$ cat src/rtl/expect_checker_pkg.sv
// expect_checker_pkg: shared types and defaults for the expect_checker slice.
//   state_t   - checker FSM encoding (IDLE=0, RUN=1, DONE=2)
//   lane_lo() - low bit of a channel lane inside a packed channel bus
//   DEF_*     - default parameter values for expect_checker
package expect_checker_pkg;

    localparam int DEF_DATA_W   = 8;
    localparam int DEF_NUM_CH   = 4;
    localparam int DEF_NUM_CKPT = 4;
    localparam int DEF_CYC_W    = 16;
    localparam int DEF_ERR_W    = 8;

    typedef enum logic [1:0] {
        IDLE = 2'd0,
        RUN  = 2'd1,
        DONE = 2'd2
    } state_t;

    // Channel k of a packed bus lives at [k*width +: width].
    function automatic int lane_lo(input int lane, input int width);
        return lane * width;
    endfunction

endpackage

$ cat src/rtl/expect_checker_compare.sv
// ckpt_compare: NUM_CH-lane masked equality comparator.
//   obs    - observed channels, packed
//   exp_v  - expected channels, same packing
//   mask   - per-channel compare enable
//   mism   - per-channel mismatch (masked)
//   pop    - number of mismatching channels
//   low    - lowest mismatching channel (0 when none)
//   any    - at least one mismatch
module ckpt_compare
    import expect_checker_pkg::*;
#(
    parameter  int NUM_CH = DEF_NUM_CH,
    parameter  int DATA_W = DEF_DATA_W,
    localparam int CW     = $clog2(NUM_CH + 1),
    localparam int IW     = (NUM_CH > 1) ? $clog2(NUM_CH) : 1
) (
    input  logic [NUM_CH*DATA_W-1:0] obs,
    input  logic [NUM_CH*DATA_W-1:0] exp_v,
    input  logic [NUM_CH-1:0]        mask,
    output logic [NUM_CH-1:0]        mism,
    output logic [CW-1:0]            pop,
    output logic [IW-1:0]            low,
    output logic                     any
);

    genvar k;
    generate
        for (k = 0; k < NUM_CH; k++) begin : g_lane
            assign mism[k] = mask[k] &&
                (obs[lane_lo(k, DATA_W) +: DATA_W] != exp_v[lane_lo(k, DATA_W) +: DATA_W]);
        end
    endgenerate

    // Walk from the top lane down so the lowest mismatching lane wins.
    always_comb begin
        pop = '0;
        low = '0;
        for (int i = NUM_CH - 1; i >= 0; i--) begin
            pop = pop + CW'(mism[i]);
            if (mism[i]) low = IW'(i);
        end
    end

    assign any = |mism;

endmodule

$ cat config.mk
export PLATFORM = sky130hd
export DESIGN_NAME = ckpt_compare
export DESIGN_NICKNAME = d
export VERILOG_FILES = /design/src/rtl/expect_checker_pkg.sv /design/src/rtl/expect_checker_compare.sv
export SDC_FILE = /design/constraint.sdc
export NUM_CORES = 1
export LEC_CHECK = 0
export ABC_CLOCK_PERIOD_IN_PS = 6250
export BUFFER_PORTS_ARGS = -buffer_cell sky130_fd_sc_hd__buf_2
export CELL_PAD_IN_SITES_DETAIL_PLACEMENT = 1
export CELL_PAD_IN_SITES_GLOBAL_PLACEMENT = 2
export CORE_MARGIN = 2
export CORE_UTILIZATION = 13
export DETAILED_ROUTE_END_ITERATION = 10
export GPL_ROUTABILITY_DRIVEN = 1
export PLACE_DENSITY_LB_ADDON = 0.1
export SLEW_MARGIN = 0
export SYNTH_ARGS = -nofsm -noshare
export SYNTH_HDL_FRONTEND = slang
export SYNTH_SLANG_ARGS = --single-unit
$ cat constraint.sdc
create_clock -name vclk -period 6.25
set_clock_uncertainty 0.2 [all_clocks]
set_input_delay 1.875 -clock vclk [all_inputs]
set_output_delay 1.875 -clock vclk [all_outputs]
set_load 0.05 [all_outputs]
## Yosys cells after proc, flatten, opt, wreduce, memory -nomap -nowiden

Cells that the tools add are included.

- Add/subtract/negate cells: 3
- Eq/ne operators: 4
- Mux-type cells: 4
- Reductions and logical operators: 5

Operators with widths:

| cell | number |
|---|---|
| inequality test 8 bit | 4 |
| two-way mux 2 bit | 4 |
| logical AND 1 bit | 4 |
| OR reduction 4 bit | 1 |
| adder 2 x 1 -> 3 bit | 1 |
| adder 3 x 1 -> 3 bit | 1 |
| adder 1 x 1 -> 2 bit | 1 |

- Flip-flop bits (word level): 0
- Output and inout bits: 10

## Longest topological paths before layout

- Word-level depth: 6
- Gate-level depth with buffers: 8
- Mapped depth without buffers: 8

## Worst setup path after synthesis

Ideal clock, no wire load.

- Path type: input -> output
- Start point: input port obs[30]
- End point: output port pop[1]
- Data required time: 4.175 ns
- Arrival time: 4.330 ns
- Path buffers: 0
- Stages on the path: 8
- Slack: -0.155 ns
- Cells stage by stage: xor2_1 -> nor4_1 -> a21boi_1 -> inv_1 -> fa_1 -> inv_1 -> ha_1 -> ha_1

- Cells in the longest elaborated chain, start to end: 5

RTL lines:

| item | line | RTL |
|---|---|---|
| start, declared | expect_checker_compare.sv:17 | `input logic [NUM_CH*DATA_W-1:0] obs,` |
| inequality test 8 bit | expect_checker_compare.sv:30 | `(obs[lane_lo(k, DATA_W) +: DATA_W] != exp_v[lane_lo(k, DATA_W) +: DATA_W]);` |
| logical AND 1 bit | expect_checker_compare.sv:29 | `assign mism[k] = mask[k] &&` |
| named net mism[3] | expect_checker_compare.sv:20 | `output logic [NUM_CH-1:0] mism,` |
| adder 1 x 1 -> 2 bit | expect_checker_compare.sv:39 | `pop = pop + CW'(mism[i]);` |
| adder 2 x 1 -> 3 bit | expect_checker_compare.sv:39 |  |
| adder 3 x 1 -> 3 bit | expect_checker_compare.sv:39 |  |
| end, declared | expect_checker_compare.sv:21 | `output logic [CW-1:0] pop,` |

The timed path passes the listed nets, and every way through them passes these cells.

## Final worst setup path

- Start point: input port exp_v[30]
- End point: output port pop[1]

- Cells in the longest elaborated chain, start to end: 5

RTL lines:

| item | line | RTL |
|---|---|---|
| start, declared | expect_checker_compare.sv:18 | `input logic [NUM_CH*DATA_W-1:0] exp_v,` |
| inequality test 8 bit | expect_checker_compare.sv:30 |  |
| logical AND 1 bit | expect_checker_compare.sv:29 |  |
| adder 1 x 1 -> 2 bit | expect_checker_compare.sv:39 |  |
| adder 2 x 1 -> 3 bit | expect_checker_compare.sv:39 |  |
| adder 3 x 1 -> 3 bit | expect_checker_compare.sv:39 |  |

No other way between the ends.

==> metrics <==
shortest period the worst path allows 5840 ps; Worst Path Arrival 3760 ps; top cells by area, synth xnor2_1 30%, xor2_1 30%, ha_1 8.0%, nand4_1 5.3%, nor4_2 5.3%; Synth area leader xnor2_1; drc violations 0; endpoint class of the critical path output pin; die height 64.2 um; Final Hold Vio Count 0; final setup vio count 0; Setup TNS 0 ps; fill cell count 450; RSZ-0062 raised after global routing false; Post-Syn Area per Cell 8.13 um2; fraction of layout cells with a size suffix above 1 61.0%; placed insts 182; Final Util 27.2%; pin count of the biggest net entering global routing 5; # hold bufs at CTS 0; drt pass-1 iters 2; Total GRT Usage 7.43%; post-synthesis sequential area ratio 0%; n_diodes 0; Syn-to-layout area delta 96.8%; I/O pin cnt about 80; core area 3420 um2; Syn Inst Count 58; startpoint types primary input; Synth Net Count 130; Max Cap Viol 0; Simple-Gate Fraction of Synth Area 17.2%; initial core utilization 13.8%; Routed WL 1650 um; Ys Warns 0; Netlist cell types 15; die area 4130 um2; post-synthesis xor/xnor area fraction 59.4%; Worst EP required about 4200 ps; Critical path buffers and inverters 4; # clk buffers 0; CP max-delay cell fa_1; FF+latch area 0 um2; Max FO, Critical Path 4; antenna violations before repair 0; initial drt markers 2; mux cell area share after synthesis 0%; Lkg Pwr 0.489 nW; CP cell instances buf_2 > xor2_1 > nor4_1 > a21boi_2 > inv_1 > fa_1 > inv_1 > ha_1 > ha_1 > buf_2; Slew headroom 73.3%; Synth Cell Area 472 um2; DP Wirelength between 1500 and 2000 um; worst hold path type primary input to output pin; worst slew pin tran 398 ps; Final Max Tran Viols 0; routed len/inst between 9 and 10 um; Via Count 677; Nets between 200 and 250; post-detailed-route count of antenna-violating nets 0; FP Rows 21; RePlAce Congestion 0.642; Post CTS Setup Buffer Count 0; post-synthesis compound-gate area fraction 7.16%; Synth Area in Adders 12.2%; global-route wire length before repair ~2600 um; max incr delay on CP 400 ps; post-cts gate resize count 0; Worst Hold Slack 4010 ps; outcome completed; Worst path top cell family by delay adder cells; seq_cells 0; f_max 171 MHz; total global routing overflow 0; Vias/cell 3.72; Tcrit/Tclk final 93.4%; port buffer count 78; largest family of logic cells by synthesized area XOR/XNOR gates; PwrDens 83.5 nW/um2; chip width between 60 and 70 um; Crit Path Class primary input to output pin; worst vdd ir roughly 0.022 mV; Layout Cells excl Fill 182; area share of the largest cell type after synthesis 29.7%; vias in the first global route 657; commonest cells in the netlist 16 x xnor2_1, 16 x xor2_1, 5 x inv_1, 4 x nand4_1, 3 x ha_1
-- path summary, 6_finish.rpt --
check  startpoint  endpoint  depth (start not counted)
min       mask[2]   mism[2]                          3
max     exp_v[30]    pop[1]                         10
-- cells by family after synthesis --
family	after synthesis
XOR/XNOR	32
buffers and inverters	5
adder cells (fa/ha/maj)	4
AO/OA/AOI/OAI	5
AND/OR/NAND/NOR	12
-- layout make-up --
type,instances,area [um2],share of cell area (%)
repair buffers,78,390,42.0
inverters,5,18.8,2.02
multi-input cells,53,462,49.7
well taps,46,57.6,6.20
-- placed cells by master (no fill, tap or decap) --
cell type | netlist | layout
a21boi_1 | 2 | 1
a21boi_2 | 0 | 1
a21oi_2 | 1 | 1
buf_2 | 0 | 78
fa_1 | 1 | 1
ha_1 | 3 | 3
inv_1 | 5 | 5
nand2_1 | 1 | 1
nand2b_1 | 1 | 1
nand4_1 | 4 | 4
nor2_1 | 1 | 1
nor3_2 | 0 | 1
nor4_1 | 2 | 2
nor4_2 | 2 | 2
o21ai_1 | 2 | 2
xnor2_1 | 16 | 16
xor2_1 | 16 | 16
-- through the flow --
stage	total power [mW]	worst slack, ps	cell area [um2]
finish	0.0776	411	928
global route	0.0846	246	928
CTS	0.0793	362	928
detailed placement	0.0789	357	928
global placement	0.0783	416	928
floorplan	0.0477	188	480
-- power by group --
| part | total [mW] | internal (mW) | switching (mW) |
|---|---|---|---|
| Sequential | 0 | 0 | 0 |
| Combinational | 0.0776 | 0.0340 | 0.0436 |
| Clock | 0 | 0 | 0 |
-- routing by layer --
layer  track usage (%)  vias to the layer above  part of all wire (%)
met5                 0                        -                     0
met4                 0                        0                     0
met3              2.46                        0                    16
met2              12.6                       51                    44
met1              9.68                      277                    41
li1                  -                      349                     -
No activity file was read; power rests on OpenSTA's default activity.
